[src/rtl/idct4x4_stream_pkg.sv]
// Shared widths, rounding constants and lane-packed typedefs for the 4x4 inverse transform.
package idct_pkg;

  localparam int unsigned CW = 14;       // signed coefficient width
  localparam int unsigned PW = 8;        // unsigned pixel width
  localparam int unsigned ZW = CW + 2;   // after vertical pass
  localparam int unsigned XW = CW + 4;   // after horizontal pass

  localparam int RND     = 8;
  localparam int SHR     = 4;
  localparam int PIX_MAX = 255;

  // Lane 0 occupies the low bits of each packed vector.
  typedef logic [3:0][CW-1:0] coef_lanes_t;
  typedef logic [3:0][ZW-1:0] z_lanes_t;
  typedef logic [3:0][XW-1:0] x_lanes_t;
  typedef logic [3:0][PW-1:0] pix_lanes_t;

endpackage

[src/rtl/idct4_1d.sv]
// Combinational 4-point inverse integer transform; output lanes grow by two bits.
module idct4_1d #(
  parameter int unsigned IW = 14
) (
  input  logic [4*IW-1:0]     b,
  output logic [4*(IW+2)-1:0] a
);

  localparam int unsigned OW = IW + 2;

  logic signed [OW-1:0] e [4];
  logic signed [OW-1:0] r [4];

  always_comb begin
    for (int i = 0; i < 4; i++) begin
      e[i] = {{2{b[i*IW+IW-1]}}, b[i*IW +: IW]};
    end
    r[0] = e[0] + (e[1] <<< 1) + e[2];
    r[1] = e[0] - e[2] - (e[3] <<< 1);
    r[2] = e[0] - e[2] + (e[3] <<< 1);
    r[3] = e[0] - (e[1] <<< 1) + e[2];
    for (int i = 0; i < 4; i++) begin
      a[i*OW +: OW] = r[i];
    end
  end

endmodule

[src/rtl/idct4x4_stream.sv]
// Streaming 2-D 4x4 inverse transform: columns in, vertical pass into a ping-pong
// transpose buffer, horizontal pass plus round/clamp into a registered pixel-row output.
module idct4x4_stream
  import idct_pkg::*;
(
  input  logic            ap_clk,
  input  logic            ap_rst_n,
  input  logic            s_valid,
  output logic            s_ready,
  input  logic [4*CW-1:0] s_data,
  output logic            m_valid,
  input  logic            m_ready,
  output logic [4*PW-1:0] m_data,
  output logic            m_last
);

  logic [1:0]    ic_q;
  logic [1:0]    orow_q;
  logic          wb_q;
  logic          rb_q;
  logic [1:0]    full_q;
  logic [1:0]    full_d;
  logic [ZW-1:0] bank_q [2][4][4];

  z_lanes_t   zcol;
  z_lanes_t   zrow;
  x_lanes_t   xrow;
  pix_lanes_t pix;
  logic       accept;
  logic       load;

  logic signed [XW:0]     rsum;
  logic signed [XW-SHR:0] rsh;

  assign s_ready = ap_rst_n && !full_q[wb_q];
  assign accept  = s_valid && s_ready;
  assign load    = full_q[rb_q] && (!m_valid || m_ready);

  idct4_1d #(.IW(CW)) u_col (
    .b(s_data),
    .a(zcol)
  );

  always_comb begin
    for (int c = 0; c < 4; c++) begin
      zrow[c] = bank_q[rb_q][orow_q][c];
    end
  end

  idct4_1d #(.IW(ZW)) u_row (
    .b(zrow),
    .a(xrow)
  );

  // Round half-up by 16 with an arithmetic shift, then saturate to the pixel range.
  always_comb begin
    pix  = '0;
    rsum = '0;
    rsh  = '0;
    for (int c = 0; c < 4; c++) begin
      rsum = {xrow[c][XW-1], xrow[c]} + (XW+1)'(RND);
      rsh  = rsum[XW:SHR];
      if (rsh[XW-SHR]) begin
        pix[c] = '0;
      end else if (rsh > (XW-SHR+1)'(PIX_MAX)) begin
        pix[c] = PW'(PIX_MAX);
      end else begin
        pix[c] = rsh[PW-1:0];
      end
    end
  end

  // Fill and drain always target different banks, so both updates can land together.
  always_comb begin
    full_d = full_q;
    if (accept && ic_q == 2'd3) full_d[wb_q] = 1'b1;
    if (load && orow_q == 2'd3) full_d[rb_q] = 1'b0;
  end

  always_ff @(posedge ap_clk) begin
    if (accept) begin
      for (int r = 0; r < 4; r++) begin
        bank_q[wb_q][r][ic_q] <= zcol[r];
      end
    end
  end

  always_ff @(posedge ap_clk) begin
    if (!ap_rst_n) begin
      ic_q    <= 2'd0;
      orow_q  <= 2'd0;
      wb_q    <= 1'b0;
      rb_q    <= 1'b0;
      full_q  <= 2'b00;
      m_valid <= 1'b0;
      m_data  <= '0;
      m_last  <= 1'b0;
    end else begin
      full_q <= full_d;
      if (accept) begin
        ic_q <= ic_q + 2'd1;
        if (ic_q == 2'd3) wb_q <= ~wb_q;
      end
      if (load) begin
        m_valid <= 1'b1;
        m_data  <= pix;
        m_last  <= (orow_q == 2'd3);
        orow_q  <= orow_q + 2'd1;
        if (orow_q == 2'd3) rb_q <= ~rb_q;
      end else if (m_ready) begin
        m_valid <= 1'b0;
      end
    end
  end

endmodule
[config.mk]
export PLATFORM = sky130hd
export DESIGN_NAME = idct4x4_stream
export DESIGN_NICKNAME = d
export VERILOG_FILES = /design/src/rtl/idct4x4_stream_pkg.sv /design/src/rtl/idct4_1d.sv /design/src/rtl/idct4x4_stream.sv
export SDC_FILE = /design/constraint.sdc
export NUM_CORES = 1
export LEC_CHECK = 0
export CAP_MARGIN = 5
export CORE_AREA = 5 5 208 230
export DETAILED_ROUTE_END_ITERATION = 8
export DIE_AREA = 0 0 213 235
export GPL_TIMING_DRIVEN = 0
export PLACE_DENSITY = 0.9
export SETUP_SLACK_MARGIN = 0.02
export SLEW_MARGIN = 20
export SYNTH_ARGS = -nofsm -noshare
export SYNTH_HDL_FRONTEND = slang
export SYNTH_SLANG_ARGS = --single-unit
[constraint.sdc]
create_clock -name ap_clk -period 10.8 [get_ports ap_clk]
set_input_delay 2.16 -clock ap_clk [delete_from_list [all_inputs] [get_ports ap_clk]]
set_output_delay 2.16 -clock ap_clk [all_outputs]
set_load 0.1 [all_outputs]
# Yosys cells after proc, flatten, opt, wreduce, memory -nomap -nowiden

Memory sizes are Yosys's and may differ from the RTL's. A register that Yosys moved wholly into a read port is not among the register bits.
Index checks and enable logic that the tools add are counted.

$add $sub $neg: 20
Magnitude comparators: 11
Equality and inequality tests: 2
Mux-type cells: 29
Bitwise operators: 7
Reductions and logical operators: 14

Operator list:

| cell                                                                  | number |
|---|---|
| 64-bit two-way mux                                                    | 3 |
| 64-bit binary-select mux with 2-bit select                            | 1 |
| 18-bit by 5-bit adder with 19-bit output, second input constant       | 4 |
| 8-bit two-way mux                                                     | 8 |
| 15-bit by 9-bit > comparator with 1-bit output, second input constant | 4 |
| 18-bit by 16-bit adder with 18-bit output                             | 2 |
| 16-bit by 14-bit adder with 16-bit output                             | 2 |
| 16-bit demux with 2-bit select                                        | 1 |
| 16-bit by 17-bit adder with 18-bit output                             | 1 |
| 17-bit by 17-bit adder with 18-bit output                             | 1 |
| 16-bit by 17-bit subtractor with 18-bit output                        | 1 |
| 17-bit by 17-bit subtractor with 18-bit output                        | 1 |
| 16-bit by 16-bit subtractor with 17-bit output                        | 1 |
| 14-bit by 15-bit adder with 16-bit output                             | 1 |
| 15-bit by 15-bit adder with 16-bit output                             | 1 |
| 16-bit two-way mux                                                    | 1 |
| 14-bit by 15-bit subtractor with 16-bit output                        | 1 |
| 15-bit by 15-bit subtractor with 16-bit output                        | 1 |
| 14-bit by 14-bit subtractor with 15-bit output                        | 1 |
| 1-bit two-way mux                                                     | 11 |
| 1-bit logical AND                                                     | 8 |
| 3-bit >= comparator, second input constant                            | 2 |
| 2-bit NOT with 3-bit output                                           | 2 |
| 2-bit by 1-bit adder with 2-bit output, second input constant         | 2 |
| other kinds (14)                                                      | 22 |

Bits in registers: 42
Bits in writable memories: 512
Output and inout bits: 35
Memories: 1

Memory list:

| name   | depth | bits a word | rd ports | clocked after Yosys merged registers in | write ports | line                 | source |
|---|---|---|---|---|---|---|---|
| bank_q | 2     | 256         | 1        | 1                                       | 1           | idct4x4_stream.sv:23 | `logic [ZW-1:0] bank_q [2][4][4];` |

# Longest topological paths before layout

Gate-level depths: netlist of run 1.

Depth in word-level cells: 10
Depth in mapped cells: 28
Gate-level depth less buffers: 25

# Hierarchy

From an unflattened synthesis of run 1, not the netlist that was laid out.

Cells, all modules: 2291
Area total of the unflattened synthesis: 30833.3 µm²

By module, submodules not included:

| module            | times used | cells each | area each (µm²) | sequential area each (µm²) |
|---|---|---|---|---|
| idct4x4_stream    | 1          | 1054       | 21733.3         | 16235.6 |
| idct4_1d at u_row | 1          | 654        | 4814.6          | 0.0 |
| idct4_1d at u_col | 1          | 583        | 4285.4          | 0.0 |

# Worst setup path after synthesis of run 1

No wires, ideal clock.

Path type: in2reg
From: in ap_rst_n
To: mem bank_q[0][100] (netlist name), enable pin
Setup time: 0.424 ns
Arrival: 6.772 ns
Slack: 3.603 ns
Cell stages on the path: 5
Buffers on the path: 0
Cells stage by stage: inv_1 > a211oi_1 > nand2_1 > nor2_1 > and2_1

Word-level cells in the longest chain between the ends: 4

Ends and longest elaborated chain:

| item                                     | line                 | source |
|---|---|---|
| start: declaration                       | idct4x4_stream.sv:7  | `input logic ap_rst_n,` |
| 1-bit logical AND                        | idct4x4_stream.sv:35 | `assign s_ready = ap_rst_n && !full_q[wb_q];` |
| via s_ready                              | idct4x4_stream.sv:9  | `output logic s_ready,` |
| 1-bit logical AND                        | idct4x4_stream.sv:36 | `assign accept = s_valid && s_ready;` |
| 1-bit two-way mux                        | idct4x4_stream.sv:81 | `if (accept) begin` |
| 64-bit two-way mux (implied by the code) | idct4x4_stream.sv:83 | `bank_q[wb_q][r][ic_q] <= zcol[r];` |
| end: declaration                         | idct4x4_stream.sv:23 |  |

The timed path passes the listed nets, and every way through them passes these cells.

==> impl_results.md, run 1 <==
- Worst slew margin: 13.4%
- Pre-CTS WS: 2.71 ns
- Crit path required time: 11.27 ns
- Pre-antenna DRT Iters: 6
- Cells after synthesis: 2095
- Unique masters post-synth: 82
- PwrDens: 188 mW/mm^2
- Synth async-reset ratio: 0%
- N_diodes: 0
- Leak: 12.1 nW
- Post-cts resize count: 0
- Share of layout cells above drive strength 1: 11.1%
- Placed cells: 2785
- Flops & latches, synth: 523
- H-tree depth: 2
- Residual overflow from global routing: 0
- First-pass GRT wire length: 119000 um
- Die footprint: 0.0501 mm^2
- Buf/Inv on CP: 4
- Routing usage on met3: 5.76%
- Gr usage total: 31.6%
- Worst Path Max Fanout: 10
- Overall Power: 6.10 mW
- Final slew viol count: 0
- Critical Path End Type: flip-flop
- Post-synth top area cell: edfxtp_1
- M1 GR Usage: 40.2%
- Commonest non-fill, non-tap cells in the layout: edfxtp_1, inv_1, ha_1
- Rows: 82
- Synth warn: 0
- Largest net degree at the start of global routing: 54
- Worst slew pin tran: 1.30 ns
- Filler cells: 2723
- Clock power share: 29.0%
- Tmin final: 8.65 ns
- Share of power burned in registers: 41.8%
- Switching Share: 32.4%
- Psw: 1.98 mW
- Core Util, Final: 71.7%
- Peak supply drop: 109 uV
- Buffer depth of the longest clock path: 3
- Setup TNS: 0 ns
- Total Nets Final: 2588
- Critical path class: flip-flop to flip-flop
- Pint: 4.12 mW
- WL final: 79200 um
- Commonest non-fill, non-tap cell in the layout: edfxtp_1
- Initial antenna violation count: 0
- IO buf count: 94
- DP HPWL: 52600 um
- Top_reg_cell synth: edfxtp_1
- Setup ws final: 2.15 ns
- Clock buffer count from CTS: 47
- Worst setup SP type: flip-flop
- Post-synth EDFFs: 480
- Post-DRT Antenna Nets: 0
- Clock Skew: 0.0237 ns
- # DRC: 0
- Worst Hold Class: flip-flop to flip-flop
- Critical path's most frequent cell: a21oi_1
- Sequential area share after synthesis: 52.8%
- Sequence of cells on the critical path: clkbuf_1 -> buf_1 -> buf_2 -> mux4_2 -> mux2i_1 -> ha_1 -> and3_1 -> a21oi_1 -> o21ai_1 -> o41ai_2 -> o21ai_0 -> a21oi_1 -> xnor2_1 -> ha_1 -> inv_1 -> ha_1 -> a2111o_1 -> a211oi_1 -> a21oi_1 -> a21oi_1 -> mux2i_1 -> or3b_1 -> a21oi_4 -> a311oi_1
- Clk_lat worst skew: 0.60 ns
- Setup bufs post-CTS: 0
- RSZ-0062 raised after global routing: no
- CTS tree: yes
- Ports: 95
- Final Hold Fails: 0
- Most crowded layer after global routing: met2
- Final setup violation count: 0
- Fmax: 0.116 GHz
- Crit-path leading delay family: compound AO/OA/AOI/OAI gates
- Starting DRT DRC Count: 2445
- Syn avg cell area: 13.8 um^2
- Final cell count without fillers: 2872
- CORE AREA: 0.0452 mm^2
- Tcrit/Tclk final: 80.1%
- DR WL/cell: 27.6 um
- Die Wd: 213 um
- Die Span Y: 235 um
- Hold Buf Count CTS: 0
- Post-synth top area share: 49.9%
- Via count: 19.1k
- Number of max-cap violations: 0
- Clk sinks: 523
- Worst Path Arrival: 9.11 ns
- Vias per Instance: 6.64
- Run status: finished, final reports clean
- Root Driver: clkbuf_16
- Reg clk slew, reported paths: 0.06 ns
- Syn Nets: 2437
- Synth area leaders: edfxtp_1, ha_1, mux4_2
- Initial Util: 63.9%
- Gpl congestion: 0.894
- Logic pwr share: 29.2%
- Syn-to-layout area delta: 12.2%
- CP max stage cell: buf_1
- Max stage delay on crit path: 0.88 ns
- Mapped Area: 0.0289 mm^2
- M2 GR Usage: 53.9%
- Vias in the first global route: 19.6k
[power by group through the flow]
stage	registers (mW)	logic, mW	clock network, mW
2_1_floorplan	2.58	1.19	0
3_3_place_gp	2.58	1.59	0
3_5_place_dp	2.59	1.69	0
4_1_cts	2.55	1.73	1.75
5_1_grt	2.55	1.92	1.85
6_report	2.55	1.78	1.76
[routing by layer]
| metal | share of wire [%] | routed length [um] | vias to the layer above |
|---|---|---|---|
| met5 | 0 | 0 | - |
| met4 | 4.8 | 3810 | 0 |
| met3 | 10 | 8170 | 273 |
| met2 | 50 | 39700 | 1326 |
| met1 | 35 | 27500 | 9364 |
| li1 | - | - | 8115 |
[state kept, by name, summed over array words and instances (netlist names), named ones only]
signal   count
ic_q         2
full_q       2
wb_q         1
m_valid      1
m_last       1
orow_q       2
rb_q         1
m_data      32
bank_q     480
[tightest hold or removal path, cell delays in order, from the launching register on]
cell and delay (ns):
dfxtp_1 0.31, nand2_1 0.05, nand2_1 0.04
[kinds of logic (layout without fill, tap and decap cells)]
| family | Yosys count | after routing | synth area share, % |
|---|---|---|---|
| flip-flops | 523 | 523 | 52.8 |
| AO/OA/AOI/OAI | 356 | 356 | 8.81 |
| buffers and inverters | 319 | 508 | 4.22 |
| AND/OR/NAND/NOR | 313 | 313 | 5.43 |
| adder cells (fa/ha/maj) | 282 | 282 | 13.9 |
| multiplexers | 187 | 187 | 11.3 |
| XOR/XNOR | 115 | 115 | 3.48 |
[layout make-up]
type	instances	area [um^2]	share of cell area (%)
Buffer	54	235	0.725
Timing Repair Buffer	102	1130	3.49
Tap cell	588	736	2.27
Inverter	265	997	3.07
Clock buffer	55	1250	3.85
Multi-Input combinational cell	1253	12500	38.4
Sequential cell	523	15300	47.1
Clock inverter	32	365	1.13
[cells in the mapped netlist (35+ instances only)]
cell type	instances
edfxtp_1	480
nor2_1	69
a21oi_1	94
xor2_1	36
mux4_2	112
fa_1	65
dfxtp_1	43
ha_1	217
mux2i_1	71
o21ai_0	44
xnor2_1	79
nand2_1	82
clkbuf_1	35
inv_1	265
[metrics by stage]
stage / hold WS (ns) / instance area, um^2
after floorplan: 0.493 / 28900
after global placement: 0.436 / 30600
after detailed placement: 0.439 / 30800
after CTS: 0.447 / 32400
after global routing: 0.492 / 32400
final: 0.447 / 32400
[worst paths after layout]
| path | from | endpoint | slack [ns] | cells after the start |
|---|---|---|---|---|
| max | flip-flop | m_data[18] | 2.15 | 24 |
| min | m_data[4] | m_data[4] | 0.45 | 2 |
| max reg2reg | flip-flop | m_data[18] | 2.15 | 24 |
| min reg2reg | m_data[4] | m_data[4] | 0.45 | 2 |
Power figures use the tool's default switching activity.
==> run 2: changes to the inputs <==
CORE_AREA = 5 5 223 247   (was 5 5 208 230)
DIE_AREA = 0 0 228 252   (was 0 0 213 235)
PLACE_DENSITY = 0.83   (was 0.9)
clock period = 7.66 ns   (was 10.8 ns; I/O delays follow)
==> run 2 against run 1 <==
  * Via count shrank 3.7%
  * Setup slack lost 1.8 ns
  * Combinational power grew 38%
  * Total power grew 37%
  * Clock skew grew 0.0015 ns
  * Register-to-register slack lost 1.8 ns
==> impl_results.md, run 2 (synthesis results as in run 1) <==
- Die Wd: 228 um (was 213 um)
- Clock buffer count from CTS: 48 (was 47)
- Worst Path Max Fanout: 10 (unchanged)
- Share of layout cells above drive strength 1: 10.9% (was 11.1%)
- Routing usage on met3: 3.57% (was 5.76%)
- Vias per Instance: 6.21 (was 6.64)
- IO buf count: 94 (unchanged)
- Pre-CTS WS: -0.449 ns (was 2.71 ns)
- # DRC: 0 (unchanged)
- Pre-antenna DRT Iters: 9 (was 6)
- Reg-to-Reg Start: orow_q[0]
- H-tree depth: 2 (unchanged)
- Buffer depth of the longest clock path: 3 (unchanged)
- Number of max-cap violations: 0 (unchanged)
- Final slew viol count: 0 (unchanged)
- First-pass GRT wire length: 112000 um (was 119000 um)
- Final Hold Fails: 0 (unchanged)
- Vias in the first global route: 19.0k (was 19.6k)
- Post-DRT Antenna Nets: 0 (unchanged)
- Worst Hold Class: flip-flop to flip-flop (unchanged)
- N_diodes: 0 (unchanged)
- Tmin final: 7.30 ns (was 8.65 ns)
- DR WL/cell: 24.8 um (was 27.6 um)
- Setup TNS: 0 ns (unchanged)
- Residual overflow from global routing: 0 (unchanged)
- Clk_lat worst skew: 0.58 ns (was 0.60 ns)
- Tcrit/Tclk final: 95.3% (was 80.1%)
- Fmax: 0.137 GHz (was 0.116 GHz)
- Ports: 95 (unchanged)
- Via count: 18.4k (was 19.1k)
- Area of placed instances: 0.0309 mm^2 (was 0.0308 mm^2)
- M2 GR Usage: 45.8% (was 53.9%)
- Run status: finished, final reports clean (unchanged)
- Final setup violation count: 0 (unchanged)
- Reg clk slew, reported paths: 0.06 ns (about the same)
- WL final: 73400 um (was 79200 um)
- Total Nets Final: 2589 (was 2588)
- Commonest non-fill, non-tap cells in the layout: edfxtp_1, inv_1, ha_1 (unchanged)
- DP HPWL: 51300 um (was 52600 um)
- Most crowded layer after global routing: met2 (unchanged)
- Initial antenna violation count: 0 (unchanged)
- Syn-to-layout area delta: 12.4% (was 12.2%)
- PwrDens: 258 mW/mm^2 (was 188 mW/mm^2)
- Root Driver: clkbuf_16 (unchanged)
- Setup bufs post-CTS: 0 (unchanged)
- M1 GR Usage: 31.8% (was 40.2%)
- Max FFs per register: 480 (unchanged)
- Overall Power: 8.37 mW (was 6.10 mW)
- Largest net degree at the start of global routing: 48 (was 54)
- Die Span Y: 252 um (was 235 um)
- CTS tree: yes (unchanged)
- Hold Path Stages: 2 (unchanged)
- Min-Delay Startpoint: m_data[4] (unchanged)
- Critical path class: flip-flop to flip-flop (unchanged)
- Reg2reg setup slack: 0.36 ns (was 2.15 ns)
- Gr usage total: 25.3% (was 31.6%)
- Crit path required time: 8.11 ns (was 11.27 ns)
- Starting DRT DRC Count: 2134 (was 2445)
- Leak: 12.1 nW (about the same)
- CORE AREA: 0.0521 mm^2 (was 0.0452 mm^2)
- Commonest non-fill, non-tap cell in the layout: edfxtp_1 (unchanged)
- Setup ws final: 0.363 ns (was 2.15 ns)
- R2R cell count: 22 (was 24)
- Worst slew pin tran: 1.21 ns (was 1.30 ns)
- Clock Skew: 0.0252 ns (was 0.0237 ns)
- Capturing point of the worst reg2reg path: m_data[20] (was m_data[18])
- RSZ-0062 raised after global routing: no (unchanged)
- Core Util, Final: 62.4% (was 71.7%)
- Critical Path End Type: flip-flop (unchanged)
- Die footprint: 0.0575 mm^2 (was 0.0501 mm^2)
- Worst slew margin: 19.6% (was 13.4%)
- Initial Util: 55.5% (was 63.9%)
- Rows: 88 (was 82)
- WHS Endpoint: m_data[4] (unchanged)
- Worst Path Arrival: 7.75 ns (was 9.11 ns)
- Biggest register: bank_q (unchanged)
- Fin area: 0.0325 mm^2 (was 0.0324 mm^2)
- Clk sinks: 523 (unchanged)
- Largest registers: bank_q: 480 flops, m_data: 32 flops (unchanged)
- Filler cells: 3757 (was 2723)
- Worst setup SP type: flip-flop (unchanged)
- Peak supply drop: 191 uV (was 109 uV)
- Gpl congestion: 0.866 (was 0.894)
[run 2: cell count changes in the layout (fill, tap and decap cells not counted), sizes merged]
cell / previous run / this run
clkbuf: 94 / 101
bufinv: 6 / 2
clkinv: 19 / 22
clkinvlp: 4 / 1
clkdlybuf4s15: 0 / 2
inv: 268 / 266
buf: 23 / 22
[run 2: cell type report]
| cell class | count | area [um^2] | share of cell area (%) |
|---|---|---|---|
| inverter | 265 | 997 | 3.07 |
| multi-input combinational | 1253 | 12500 | 38.4 |
| timing repair buffer | 102 | 1120 | 3.44 |
| clock inverter | 26 | 216 | 0.666 |
| clock buffer | 63 | 1300 | 4.01 |
| buffer | 54 | 265 | 0.817 |
| tap | 675 | 845 | 2.60 |
| sequential | 523 | 15300 | 47.0 |
[run 2: per-stage QoR]
step / hold slack [ns] / std cells
2_1_floorplan: 0.493 / 2095
3_3_place_gp: 0.435 / 2864
3_5_place_dp: 0.440 / 2872
4_1_cts: 0.449 / 2961
5_1_grt: 0.482 / 2961
6_report: 0.444 / 2961
[run 2: critical path, cell delays in order (launching register included)]
cell,delay (ns)
dfxtp_1,0.46
clkbuf_1,0.38
clkbuf_1,0.81
mux4_2,0.41
mux2i_1,0.52
ha_1,0.41
and3_1,0.21
a21oi_1,0.11
o21ai_1,0.16
o41ai_4,0.42
o21ai_0,0.18
a21oi_1,0.20
xnor2_1,0.12
ha_1,0.33
inv_1,0.05
ha_1,0.35
a2111o_1,0.46
a211oi_1,0.23
a21oi_1,0.17
o31a_1,0.34
or3b_1,0.43
a21oi_4,0.29
a311oi_1,0.14
[run 2: how the worst max path moves through the flow]
stage	start	to	cells after the start
finish	orow_q[0]	m_data[20]	22
global route	flip-flop	m_data[18]	24
CTS	flip-flop	m_data[18]	23
detailed placement	flip-flop	m_data[16]	23
global placement	flip-flop	m_data[23]	23
floorplan	ap_rst_n	bank_q[0][100]	5
[run 2: timing repair]
action | CTS | global route
endpoints found under the hold margin | 0 | 0
setup endpoints to repair | 16 | 16
hold buffers | 0 | 0
cloned | 0 | 0
gates resized for setup | 14 | 20
[run 2: per-layer routing]
metal	up-vias	part of all wire, %
li1	8109	-
met1	9112	37
met2	992	51
met3	167	8.6
met4	0	3.4
met5	-	0
[run 2: power breakdown]
part / switching [mW] / internal, mW / total (mW)
Clock: 1.05 / 1.27 / 2.32
Combinational: 1.60 / 0.857 / 2.46
Sequential: 0.0214 / 3.57 / 3.59
Total: 2.67 / 5.70 / 8.37
==> run 3: changes to the inputs <==
MAX_ROUTING_LAYER = met4   (was default)
SKIP_LAST_GASP = 1   (was default)
==> run 3 against run 2 <==
  * Setup slack gained 0.055 ns
  * Cell count about the same
  * Combinational power hardly changed
  * Register-to-register slack gained 0.06 ns
  * Sequential share of layout area decreased by 0.11 points
  * Global-route usage increased by 1.4 points
  * Sequential cell count is the same
  * Via count grew 0.63%
  * Design area up 0.24%
  * Total power grew 1.8%
  * Die area unchanged
  * Critical endpoint is now m_data[16]
==> impl_results.md, run 3 (synthesis results as in run 1) <==
- Area of placed instances: 0.0309 mm^2 (about the same)
- Critical path capture point: m_data[16] (was m_data[20])
- Rows: 88 (unchanged)
- Capturing point of the worst reg2reg path: m_data[16] (was m_data[20])
- Reg2reg setup slack: 0.42 ns (was 0.36 ns)
- Gpl congestion: 0.882 (was 0.866)
- IO buf count: 94 (unchanged)
- H-tree depth: 2 (unchanged)
- Peak supply drop: 171 uV (was 191 uV)
- First-pass GRT wire length: 114000 um (was 112000 um)
- Die Wd: 228 um (unchanged)
- Vias per Instance: 6.25 (was 6.21)
- Die footprint: 0.0575 mm^2 (unchanged)
- Crit path from: orow_q[0] (unchanged)
- Max FFs per register: 480 (unchanged)
- Initial Util: 55.5% (unchanged)
- Final setup violation count: 0 (unchanged)
- Clk_lat worst skew: 0.62 ns (was 0.58 ns)
- Worst Path Max Fanout: 10 (unchanged)
- Clk sinks: 523 (unchanged)
- Fmax: 0.138 GHz (was 0.137 GHz)
- Tmin final: 7.24 ns (was 7.30 ns)
- Worst Path Arrival: 7.72 ns (was 7.75 ns)
- Vias in the first global route: 18.9k (was 19.0k)
- Root Driver: clkbuf_16 (unchanged)
- Final slew viol count: 0 (unchanged)
- WL final: 74900 um (was 73400 um)
- Fin area: 0.0326 mm^2 (was 0.0325 mm^2)
- Critical Path End Type: flip-flop (unchanged)
- DP HPWL: 52200 um (was 51300 um)
- Worst slew margin: 18.6% (was 19.6%)
- Worst Hold Class: flip-flop to flip-flop (unchanged)
- RSZ-0062 raised after global routing: no (unchanged)
- Gr usage total: 26.7% (was 25.3%)
- Initial antenna violation count: 0 (unchanged)
- Commonest non-fill, non-tap cells in the layout: edfxtp_1, inv_1, ha_1 (unchanged)
- Syn-to-layout area delta: 12.6% (was 12.4%)
- Critical path's most frequent cell: a21oi_1
- Core Util, Final: 62.5% (was 62.4%)
- Total Nets Final: 2588 (was 2589)
- Worst slew pin tran: 1.21 ns (about the same)
- Filler cells: 3752 (was 3757)
- Reg-to-Reg Start: orow_q[0] (unchanged)
- N_diodes: 0 (unchanged)
- Hold Buf Count CTS: 0 (unchanged)
- Largest registers: bank_q: 480 flops, m_data: 32 flops (unchanged)
- Pre-antenna DRT Iters: 6 (was 9)
- Share of layout cells above drive strength 1: 11.2% (was 10.9%)
- Largest net degree at the start of global routing: 54 (was 48)
- Buffer depth of the longest clock path: 3 (unchanged)
- # DRC: 0 (unchanged)
- DR WL/cell: 25.3 um (was 24.8 um)
- CTS tree: yes (unchanged)
- Max stage delay on crit path: 0.79 ns (was 0.81 ns)
- Number of max-cap violations: 0 (unchanged)
- Starting DRT DRC Count: 2024 (was 2134)
- Final Hold Fails: 0 (unchanged)
- PwrDens: 262 mW/mm^2 (was 258 mW/mm^2)
- Biggest register: bank_q (unchanged)
- Sequence of cells on the critical path: clkbuf_1 -> clkbuf_1 -> mux4_2 -> mux2i_2 -> ha_1 -> and3_1 -> a21oi_1 -> o21ai_1 -> o41ai_2 -> o21ai_0 -> a21oi_1 -> xnor2_1 -> ha_1 -> inv_1 -> ha_1 -> a2111o_1 -> a211oi_1 -> a21oi_1 -> a21oi_1 -> mux2i_1 -> or3b_1 -> a21oi_4 -> a311oi_1 (was clkbuf_1 -> clkbuf_1 -> mux4_2 -> mux2i_1 -> ha_1 -> and3_1 -> a21oi_1 -> o21ai_1 -> o41ai_4 -> o21ai_0 -> a21oi_1 -> xnor2_1 -> ha_1 -> inv_1 -> ha_1 -> a2111o_1 -> a211oi_1 -> a21oi_1 -> o31a_1 -> or3b_1 -> a21oi_4 -> a311oi_1)
- CP max stage cell: clkbuf_1 (unchanged)
- R2R cell count: 23 (was 22)
- Leak: 12.2 nW (was 12.1 nW)
- Tcrit/Tclk final: 94.5% (was 95.3%)
- Ports: 95 (unchanged)
- Worst setup SP type: flip-flop (unchanged)
- CORE AREA: 0.0521 mm^2 (unchanged)
- Run status: finished, final reports clean (unchanged)
- Residual overflow from global routing: 0 (unchanged)
- Commonest non-fill, non-tap cell in the layout: edfxtp_1 (unchanged)
- Reg clk slew, reported paths: 0.07 ns (was 0.06 ns)
- Clock buffer count from CTS: 47 (was 48)
- Clock Skew: 0.0281 ns (was 0.0252 ns)
- Setup TNS: 0 ns (unchanged)
- Crit path required time: 8.14 ns (was 8.11 ns)
- Critical path class: flip-flop to flip-flop (unchanged)
- Post-DRT Antenna Nets: 0 (unchanged)
- Via count: 18.5k (was 18.4k)
- Die Span Y: 252 um (unchanged)
run 3: power breakdown:
| part | switching [mW] | internal (mW) | total, mW |
|---|---|---|---|
| sequential | 0.0218 | 3.57 | 3.59 |
| clock | 1.09 | 1.36 | 2.46 |
| combinational | 1.62 | 0.856 | 2.47 |
run 3: worst max-delay path: cells and delay by family, from the launching register on:
| kind | cells | cell delay (ns) |
|---|---|---|
| and+or+nand+nor | 2 | 0.60 |
| xor gates and xnor gates | 1 | 0.11 |
| muxes | 3 | 0.93 |
| adders and majority gates | 3 | 1.05 |
| buffers and inverters | 3 | 1.24 |
| DFF | 1 | 0.46 |
| AOI/OAI and AO/OA | 11 | 2.70 |
run 3: worst min-delay path by stage:
stage / cells past startpoint / startpoint / slack [ns] / to
global route: 2 / m_data[4] / 0.46 / m_data[4]
floorplan: 2 / wb_q / 0.49 / wb_q
global placement: 2 / m_data[4] / 0.44 / m_data[4]
finish: 2 / m_data[4] / 0.44 / m_data[4]
detailed placement: 2 / m_data[4] / 0.43 / m_data[4]
CTS: 2 / m_data[4] / 0.44 / m_data[4]
run 3: per-layer routing:
layer	global-route usage (%)	up-vias	wire, um
li1	-	8111	-
met1	32.7	9250	27600
met5	-	-	0
met2	46.3	952	38200
met4	8.56	0	2760
met3	3.81	182	6340
run 3: through the flow:
stage               total power, mW  cells  hold WS [ns]  setup slack [ns]
detailed placement             6.04   2872         0.431            -0.401
global route                   8.87   2960         0.463            0.0463
floorplan                      5.31   2095         0.493              1.09
global placement               5.90   2864         0.437            -0.279
CTS                            8.47   2960         0.441            0.0575
finish                         8.52   2960         0.441             0.418
run 3: repair_timing:
action	in CTS	in global routing
endpoints found under the setup margin	16	16
resized for setup	12	24
buffers inserted	0	0
run 3: area by class of cell:
cell class,instances,area (um^2),area share (%)
Timing Repair Buffer,102,1140,3.50
Inverter,265,997,3.06
Clock inverter,36,368,1.13
Tap cell,675,845,2.59
Multi-Input combinational cell,1253,12500,38.3
Clock buffer,52,1220,3.74
Sequential cell,523,15300,46.9
Buffer,54,259,0.795
